## src/rtl/alu_pkg.sv

```systemverilog
// Shared definitions for alu_exec_unit: ALUOp codes, MIPS funct constants,
// the internal operation enum, the FSM state enum and the op decoder.
package alu_pkg;

    localparam logic [1:0] ALUOP_ADD   = 2'b00;
    localparam logic [1:0] ALUOP_SUB   = 2'b01;
    localparam logic [1:0] ALUOP_FUNCT = 2'b10;
    localparam logic [1:0] ALUOP_SLT   = 2'b11;

    localparam logic [5:0] FN_SLL   = 6'b000000;
    localparam logic [5:0] FN_SRL   = 6'b000010;
    localparam logic [5:0] FN_SRA   = 6'b000011;
    localparam logic [5:0] FN_MFHI  = 6'b010000;
    localparam logic [5:0] FN_MFLO  = 6'b010010;
    localparam logic [5:0] FN_MULT  = 6'b011000;
    localparam logic [5:0] FN_MULTU = 6'b011001;
    localparam logic [5:0] FN_DIV   = 6'b011010;
    localparam logic [5:0] FN_DIVU  = 6'b011011;
    localparam logic [5:0] FN_ADD   = 6'b100000;
    localparam logic [5:0] FN_SUB   = 6'b100010;
    localparam logic [5:0] FN_AND   = 6'b100100;
    localparam logic [5:0] FN_OR    = 6'b100101;
    localparam logic [5:0] FN_XOR   = 6'b100110;
    localparam logic [5:0] FN_NOR   = 6'b100111;
    localparam logic [5:0] FN_SLT   = 6'b101010;

    typedef enum logic [4:0] {
        OP_ADD, OP_SUB, OP_AND, OP_OR, OP_XOR, OP_NOR, OP_SLT,
        OP_SLL, OP_SRL, OP_SRA, OP_MFHI, OP_MFLO,
        OP_MULT, OP_MULTU, OP_DIV, OP_DIVU, OP_DIVZ, OP_BAD
    } op_e;

    typedef enum logic [2:0] {
        ST_IDLE, ST_EXEC, ST_MUL, ST_DIV, ST_DONE
    } state_e;

    // Map ALUOp/Funct onto an internal op; divide-by-zero is resolved by the caller.
    function automatic op_e decode_op(input logic [1:0] alu_op, input logic [5:0] funct);
        op_e op;
        op = OP_BAD;
        case (alu_op)
            ALUOP_ADD: op = OP_ADD;
            ALUOP_SUB: op = OP_SUB;
            ALUOP_SLT: op = OP_SLT;
            default: begin
                case (funct)
                    FN_ADD:   op = OP_ADD;
                    FN_SUB:   op = OP_SUB;
                    FN_AND:   op = OP_AND;
                    FN_OR:    op = OP_OR;
                    FN_XOR:   op = OP_XOR;
                    FN_NOR:   op = OP_NOR;
                    FN_SLT:   op = OP_SLT;
                    FN_SLL:   op = OP_SLL;
                    FN_SRL:   op = OP_SRL;
                    FN_SRA:   op = OP_SRA;
                    FN_MFHI:  op = OP_MFHI;
                    FN_MFLO:  op = OP_MFLO;
                    FN_MULT:  op = OP_MULT;
                    FN_MULTU: op = OP_MULTU;
                    FN_DIV:   op = OP_DIV;
                    FN_DIVU:  op = OP_DIVU;
                    default:  op = OP_BAD;
                endcase
            end
        endcase
        return op;
    endfunction

endpackage

```

## src/rtl/alu_exec_unit_muldiv.sv

```systemverilog
// Iterative shift-add multiplier / restoring divider sharing one adder.
// Ports: clk, rst_n (sync, active low), start (load operands), is_div,
//        is_signed, a, b; done_c (results valid this cycle), hi_c, lo_c
//        (sign-corrected {HI,LO} product or remainder/quotient).
module muldiv_iter
    import alu_pkg::*;
#(
    parameter int unsigned WIDTH = 32
) (
    input  logic             clk,
    input  logic             rst_n,
    input  logic             start,
    input  logic             is_div,
    input  logic             is_signed,
    input  logic [WIDTH-1:0] a,
    input  logic [WIDTH-1:0] b,
    output logic             done_c,
    output logic [WIDTH-1:0] hi_c,
    output logic [WIDTH-1:0] lo_c
);

    localparam int unsigned CW = $clog2(WIDTH) + 1;
    localparam logic [CW-1:0] LAST = CW'(WIDTH);

    logic             busy;
    logic [CW-1:0]    cnt;
    logic             div_r;
    logic             neg_lo;   // negate product (mul) or quotient (div)
    logic             neg_hi;   // negate remainder (div only)
    logic [WIDTH-1:0] hi_r;     // product high half / partial remainder
    logic [WIDTH-1:0] lo_r;     // multiplier bits / dividend then quotient
    logic [WIDTH-1:0] d_r;      // magnitude of multiplicand / divisor

    logic [WIDTH-1:0] a_abs;
    logic [WIDTH-1:0] b_abs;
    logic [WIDTH:0]   add_x;
    logic [WIDTH:0]   add_y;
    logic             add_cin;
    logic [WIDTH+1:0] sum;
    logic [2*WIDTH-1:0] prod_fix;

    // Entry fix-up: iterate on magnitudes, remember result signs.
    always_comb begin
        a_abs = (is_signed && a[WIDTH-1]) ? WIDTH'(0) - a : a;
        b_abs = (is_signed && b[WIDTH-1]) ? WIDTH'(0) - b : b;
    end

    // Shared adder: hi+d for multiply, {rem,next bit}-d (via ~d+1) for divide.
    always_comb begin
        add_x   = {1'b0, hi_r};
        add_y   = {1'b0, d_r};
        add_cin = 1'b0;
        if (div_r) begin
            add_x   = {hi_r, lo_r[WIDTH-1]};
            add_y   = ~{1'b0, d_r};
            add_cin = 1'b1;
        end
        sum = {1'b0, add_x} + {1'b0, add_y} + (WIDTH+2)'(add_cin);
    end

    always_ff @(posedge clk) begin
        if (!rst_n) begin
            busy   <= 1'b0;
            cnt    <= '0;
            div_r  <= 1'b0;
            neg_lo <= 1'b0;
            neg_hi <= 1'b0;
            hi_r   <= '0;
            lo_r   <= '0;
            d_r    <= '0;
        end else if (start) begin
            busy   <= 1'b1;
            cnt    <= '0;
            div_r  <= is_div;
            neg_lo <= is_signed & (a[WIDTH-1] ^ b[WIDTH-1]);
            neg_hi <= is_signed & a[WIDTH-1];
            hi_r   <= '0;
            lo_r   <= a_abs;
            d_r    <= b_abs;
        end else if (busy) begin
            if (cnt == LAST) begin
                busy <= 1'b0;
            end else begin
                cnt <= cnt + CW'(1);
                if (div_r) begin
                    // sum[WIDTH+1] is the no-borrow flag: subtract succeeded.
                    hi_r <= sum[WIDTH+1] ? sum[WIDTH-1:0] : {hi_r[WIDTH-2:0], lo_r[WIDTH-1]};
                    lo_r <= {lo_r[WIDTH-2:0], sum[WIDTH+1]};
                end else begin
                    if (lo_r[0]) begin
                        hi_r <= sum[WIDTH:1];
                        lo_r <= {sum[0], lo_r[WIDTH-1:1]};
                    end else begin
                        hi_r <= {1'b0, hi_r[WIDTH-1:1]};
                        lo_r <= {hi_r[0], lo_r[WIDTH-1:1]};
                    end
                end
            end
        end
    end

    // Exit fix-up: restore signs on the raw magnitude results.
    always_comb begin
        done_c   = busy && (cnt == LAST);
        prod_fix = neg_lo ? (2*WIDTH)'(0) - {hi_r, lo_r} : {hi_r, lo_r};
        if (div_r) begin
            hi_c = neg_hi ? WIDTH'(0) - hi_r : hi_r;
            lo_c = neg_lo ? WIDTH'(0) - lo_r : lo_r;
        end else begin
            hi_c = prod_fix[2*WIDTH-1:WIDTH];
            lo_c = prod_fix[WIDTH-1:0];
        end
    end

endmodule

```

## src/rtl/alu_exec_unit.sv

```systemverilog
// ALU execution unit: decodes ALUOp/Funct, runs single-cycle ops or iterative
// mul/div, holds HI/LO, and returns the result over a valid/ready handshake.
// Ports: clk, rst_n (sync, active low); in_valid/in_ready, ALUOp, Funct,
//        Shamt_in, A, B (op in); out_valid/out_ready, Result, Zero, Err (out).
// Shifts operate on A by Shamt_in.
module alu_exec_unit
    import alu_pkg::*;
#(
    parameter  int unsigned WIDTH = 32,
    localparam int unsigned SHW   = $clog2(WIDTH)
) (
    input  logic             clk,
    input  logic             rst_n,
    input  logic             in_valid,
    output logic             in_ready,
    input  logic [1:0]       ALUOp,
    input  logic [5:0]       Funct,
    input  logic [SHW-1:0]   Shamt_in,
    input  logic [WIDTH-1:0] A,
    input  logic [WIDTH-1:0] B,
    output logic             out_valid,
    input  logic             out_ready,
    output logic [WIDTH-1:0] Result,
    output logic             Zero,
    output logic             Err
);

    state_e           state, state_nxt;
    op_e              dec_op, op_q;
    logic [WIDTH-1:0] a_q, b_q, hi, lo;
    logic [SHW-1:0]   shamt_q;

    logic             load, finish, md_start, md_done;
    logic             md_is_div, md_signed;
    logic [WIDTH-1:0] md_hi, md_lo;
    logic [WIDTH-1:0] res_nxt, hi_nxt, lo_nxt;
    logic             err_nxt;

    // Decode, with divide-by-zero diverted to the single-cycle path.
    always_comb begin
        dec_op = decode_op(ALUOp, Funct);
        if ((dec_op == OP_DIV || dec_op == OP_DIVU) && B == '0) begin
            dec_op = OP_DIVZ;
        end
        md_is_div = (dec_op == OP_DIV) || (dec_op == OP_DIVU);
        md_signed = (dec_op == OP_MULT) || (dec_op == OP_DIV);
    end

    muldiv_iter #(.WIDTH(WIDTH)) u_muldiv (
        .clk       (clk),
        .rst_n     (rst_n),
        .start     (md_start),
        .is_div    (md_is_div),
        .is_signed (md_signed),
        .a         (A),
        .b         (B),
        .done_c    (md_done),
        .hi_c      (md_hi),
        .lo_c      (md_lo)
    );

    // State register.
    always_ff @(posedge clk) begin
        if (!rst_n) begin
            state <= ST_IDLE;
        end else begin
            state <= state_nxt;
        end
    end

    // Next state, single-cycle ALU and values captured on entry to DONE.
    always_comb begin
        state_nxt = state;
        load      = 1'b0;
        md_start  = 1'b0;
        finish    = 1'b0;
        res_nxt   = '0;
        err_nxt   = 1'b0;
        hi_nxt    = hi;
        lo_nxt    = lo;
        case (state)
            ST_IDLE: begin
                if (in_valid) begin
                    load = 1'b1;
                    if (dec_op == OP_MULT || dec_op == OP_MULTU) begin
                        md_start  = 1'b1;
                        state_nxt = ST_MUL;
                    end else if (md_is_div) begin
                        md_start  = 1'b1;
                        state_nxt = ST_DIV;
                    end else begin
                        state_nxt = ST_EXEC;
                    end
                end
            end
            ST_EXEC: begin
                finish    = 1'b1;
                state_nxt = ST_DONE;
                case (op_q)
                    OP_ADD:  res_nxt = a_q + b_q;
                    OP_SUB:  res_nxt = a_q - b_q;
                    OP_AND:  res_nxt = a_q & b_q;
                    OP_OR:   res_nxt = a_q | b_q;
                    OP_XOR:  res_nxt = a_q ^ b_q;
                    OP_NOR:  res_nxt = ~(a_q | b_q);
                    OP_SLT:  res_nxt = {{(WIDTH-1){1'b0}}, ($signed(a_q) < $signed(b_q))};
                    OP_SLL:  res_nxt = a_q << shamt_q;
                    OP_SRL:  res_nxt = a_q >> shamt_q;
                    OP_SRA:  res_nxt = WIDTH'($signed(a_q) >>> shamt_q);
                    OP_MFHI: res_nxt = hi;
                    OP_MFLO: res_nxt = lo;
                    OP_DIVZ: begin
                        res_nxt = '1;
                        lo_nxt  = '1;
                        hi_nxt  = a_q;
                    end
                    default: err_nxt = 1'b1;
                endcase
            end
            ST_MUL, ST_DIV: begin
                if (md_done) begin
                    finish    = 1'b1;
                    state_nxt = ST_DONE;
                    hi_nxt    = md_hi;
                    lo_nxt    = md_lo;
                    res_nxt   = md_lo;
                end
            end
            ST_DONE: begin
                if (out_ready) begin
                    state_nxt = ST_IDLE;
                end
            end
            default: state_nxt = ST_IDLE;
        endcase
    end

    // Operand latch, HI/LO and registered outputs.
    always_ff @(posedge clk) begin
        if (!rst_n) begin
            op_q      <= OP_ADD;
            a_q       <= '0;
            b_q       <= '0;
            shamt_q   <= '0;
            hi        <= '0;
            lo        <= '0;
            in_ready  <= 1'b1;
            out_valid <= 1'b0;
            Result    <= '0;
            Zero      <= 1'b0;
            Err       <= 1'b0;
        end else begin
            in_ready  <= (state_nxt == ST_IDLE);
            out_valid <= (state_nxt == ST_DONE);
            if (load) begin
                op_q    <= dec_op;
                a_q     <= A;
                b_q     <= B;
                shamt_q <= Shamt_in;
            end
            if (finish) begin
                hi     <= hi_nxt;
                lo     <= lo_nxt;
                Result <= res_nxt;
                Zero   <= (res_nxt == '0);
                Err    <= err_nxt;
            end
            // Zero/Err are only meaningful alongside out_valid.
            if (state == ST_DONE && out_ready) begin
                Zero <= 1'b0;
                Err  <= 1'b0;
            end
        end
    end

endmodule

```

## config.mk

```make
export PLATFORM = sky130hd
export DESIGN_NAME = alu_exec_unit
export DESIGN_NICKNAME = d
export VERILOG_FILES = /design/src/rtl/alu_pkg.sv /design/src/rtl/alu_exec_unit_muldiv.sv /design/src/rtl/alu_exec_unit.sv
export SDC_FILE = /design/constraint.sdc
export NUM_CORES = 2
export LEC_CHECK = 0
export ABC_AREA = 0
export CELL_PAD_IN_SITES_DETAIL_PLACEMENT = 0
export CELL_PAD_IN_SITES_GLOBAL_PLACEMENT = 2
export CORE_MARGIN = 2
export CORE_UTILIZATION = 40
export CTS_BUF_LIST = sky130_fd_sc_hd__clkbuf_8
export CTS_CLUSTER_SIZE = 20
export DETAILED_ROUTE_END_ITERATION = 6
export PLACE_DENSITY_LB_ADDON = 0.1
export SKIP_CTS_REPAIR_TIMING = 1
export SLEW_MARGIN = 20
export SYNTH_ARGS = -nofsm -noshare
export SYNTH_HDL_FRONTEND = slang
export SYNTH_SLANG_ARGS = --single-unit
```

## constraint.sdc

```tcl
create_clock -name clk -period 10.8 [get_ports clk]
set_clock_uncertainty 0.1 [all_clocks]
set_input_delay 1.62 -clock clk [delete_from_list [all_inputs] [get_ports clk]]
set_output_delay 1.62 -clock clk [all_outputs]
set_load 0.03 [all_outputs]
```

==> metrics <==
DRT antenna net count 0; gr ovfl total 0; Clock Pin Slew Worst Setup and Hold Paths roughly 0.080 ns; Worst Max-Slew Pin Slew around 1.4 ns; path category of the worst min-delay check flop to flop; cell area power density approximately 110 nW/um^2; Avg Synthesized Cell Area about 7.3 sq um; destination of the worst hold path Result[4]; cell row count 96; overall power after layout 3.34 mW; average routed wire per standard cell approximately 31 um; vertical extent of the die around 270 um; Synth Area in Simple Gates 19.9%; origin of the worst min-delay path Result[4]; delay contributed by the slowest stage of the critical path about 0.63 ns; nets between 3000 and 4000; setup repair after global routing missed its margin no; cell occurring most often along the worst timing path buf_4; fill cell total of the finished layout between 7000 and 8000; htree depth 2; WP data arrival 6.57 ns; routed via count between 30000 and 40000; Worst Reg2Reg Path Length in Cells 14; vias in the first global route ~30000; Die ar. ~70000 sq um; accumulated negative setup slack 0 ns; overall routing resource usage 39.8%; Crit. End Element flop; shortest period the worst path allows around 6.1 ns; source of the worst register-to-register timing path shamt_q[0]; required time at the worst-slack endpoint 11.30 ns; drt total wl 147 mm; netlist area before placement about 28000 sq um; portion of netlist area occupied by mux cells between 10% and 20%; maximum net fanout on the critical path between 50 and 60; relative slew slack between 8 and 9%; total clock buffers created by CTS 52; TritonRoute pass-1 iters 6; Setup Viol. Count Final 0; Fmax achieved 165 MHz; Reg-to-Reg End Zero; biggest area consumer among synthesized cells dfxtp_1; post-synthesis share of cell area spent on xor and xnor gates just under 7%; DPL Wire Length around 110 mm; slowest stage cell on the critical path dfxtp_4; leakage power around 11 nW; number of library cell types mapped by synthesis 88; Synth Flop Type dfxtp_1; total of buffers placed on input and output ports between 100 and 150; number of DRC violations after detailed routing 0; proportion of netlist area held by the largest area contributor 20.3%; first-pass GRT wire length 210 mm; IR drop worst, VDD slightly below 0.08 mV; proportion of synthesized chip area in sequential cells about a fifth; clock root cell clkbuf_8; type of origin of the critical path flop; Gate Count Post-Synth ~3800; minimum setup slack among reg-to-reg paths 4.73 ns; synthesis warning total 0; MaxCap Viol Count 0; effective utilization at floorplan between 40% and 50%; share of cells above drive strength 1 a little under a tenth; share of the clock period used by the worst path 56.2%; main combinational cell family by area after synthesis compound AO/OA/AOI/OAI gates; library cell with the highest instance count after synthesis nand2_1; async set-reset flop share out of synthesis 0%; final hold violations 0; Final GP Congestion between 1 and 1.5; core box area 68900 sq um; num ports about 120; worst path setup slack after routing about 4.7 ns; count of flip-flops with a built-in enable after synthesis 0; biggest area contributors in the synthesized netlist dfxtp_1 20%, a21oi_1 7.5%, ha_1 6.5%; growth of design area from synthesis to finish 10.5%; worst skew pair latency about 0.68 ns; path type of the worst setup path flop to flop; worst hold slack after final layout about 0.35 ns; pin count of the biggest net entering global routing 100; number of DRC violations after detailed-routing iteration 0 4043; total clock sinks between 200 and 300; routed via count divided by cell count approximately 6.7; adder-cell share of the synthesized area 6.75%; max-slew violation total from the final report 0; area fraction in compound gates after synthesis about 29%; clock tree from TritonCTS yes; Setup Slack @ Placement 4.68 ns; number of flip-flops and latches in the synthesized netlist 283; initial antenna violation count 6; top cell types by occurrence after synthesis 422 x nand2_1, 418 x a21oi_1, 383 x nor2_1; width of the die about 270 um; maximum root-to-sink buffer count 3; worst hold stages 2; status finished, final reports clean; origin of the worst setup path shamt_q[0]; cell-by-cell listing of the critical path buf_4 -> inv_2 -> nor2_1 -> a21oi_1 -> nand3_1 -> o21ai_0 -> a2111oi_1 -> buf_4 -> a2bb2oi_1 -> and4_1 -> nand4_1 -> or4_1 -> nor4_1 -> a31o_1; final core utilization about 45%; Post-Syn Nets ~4100
## layout by cell type (no fill, tap or decap), types with 67 or more instances in the layout
master	netlist	final
a211oi_1	167	167
a21oi_1	418	417
buf_4	2	89
clkdlybuf4s50_1	0	115
dfxtp_1	283	277
ha_1	146	146
inv_1	142	156
mux2i_1	123	123
nand2_1	422	421
nand3_1	68	67
nor2_1	383	376
o21ai_0	185	184
xnor2_1	100	100
xor2_1	114	114
## flip-flops by register name (all words and copies together), names as in the netlist
register / count
a_q: 32
u_muldiv.busy: 1
Zero: 1
Result: 32
Err: 1
u_muldiv.neg_hi: 1
lo: 32
op_q: 5
u_muldiv.cnt: 6
u_muldiv.hi_r: 32
u_muldiv.neg_lo: 1
in_ready: 1
b_q: 32
u_muldiv.d_r: 32
state: 3
shamt_q: 5
hi: 32
out_valid: 1
u_muldiv.div_r: 1
u_muldiv.lo_r: 32
## report_power, final
part / switching (mW) / internal, mW / total [mW]
Combinational: 0.737 / 0.333 / 1.07
Clock: 0.517 / 0.618 / 1.14
Sequential: 0.0560 / 1.08 / 1.13
## critical path, delay by kind of cell (launching register included)
kind                   cells  cell delay [ns]
AO/OA/AOI/OAI              5             1.64
buffers and inverters      3             1.37
flip-flops                 1             0.63
AND/OR/NAND/NOR            6             2.19
## layout make-up
cell class / count / area (sq um) / share of cell area [%]
diodes: 5 / 12.5 / 0.0405
clock buffers: 65 / 895 / 2.90
clock inverters: 30 / 228 / 0.737
inverters: 145 / 549 / 1.78
multi-input cells: 3056 / 20500 / 66.5
flip-flops and latches: 283 / 5680 / 18.4
well taps: 931 / 1160 / 3.77
repair buffers: 205 / 1820 / 5.91
## layer usage
metal,routed length (um),vias to the layer above,track usage [%],share of wire [%]
li1,-,13793,-,-
met4,11500,4,26.6,7.8
met2,64400,1864,62.1,44
met3,13300,472,6.96,9.0
met1,58000,15358,50.3,39
met5,27,-,0,0.018
## stage by stage
| step | cell area [sq um] | cells |
|---|---|---|
| global placement | 29800 | 4620 |
| CTS | 30900 | 4715 |
| detailed placement | 29800 | 4620 |
| global route | 30900 | 4717 |
| floorplan | 28000 | 3823 |
| finish | 30900 | 4720 |
## logic make-up (layout without fill, tap and decap cells)
kind of cell	Yosys count	count (layout)
other	0	5
flip-flops	283	283
XOR/XNOR	215	215
adder cells (fa/ha/maj)	149	149
buffers and inverters	484	445
AND/OR/NAND/NOR	1214	1214
multiplexers	228	228
AO/OA/AOI/OAI	1250	1250
## worst max-delay path by stage
stage | endpoint | slack, ns | cells after the start
2_1_floorplan | u_muldiv.hi_r[20] | 4.97 | 21
3_3_place_gp | u_muldiv.hi_r[29] | 4.79 | 14
3_5_place_dp | u_muldiv.hi_r[24] | 4.68 | 13
4_1_cts | u_muldiv.hi_r[6] | 4.89 | 13
5_1_grt | u_muldiv.hi_r[0] | 4.58 | 15
6_report | Zero | 4.73 | 14
(Power assumes the default switching activity.)
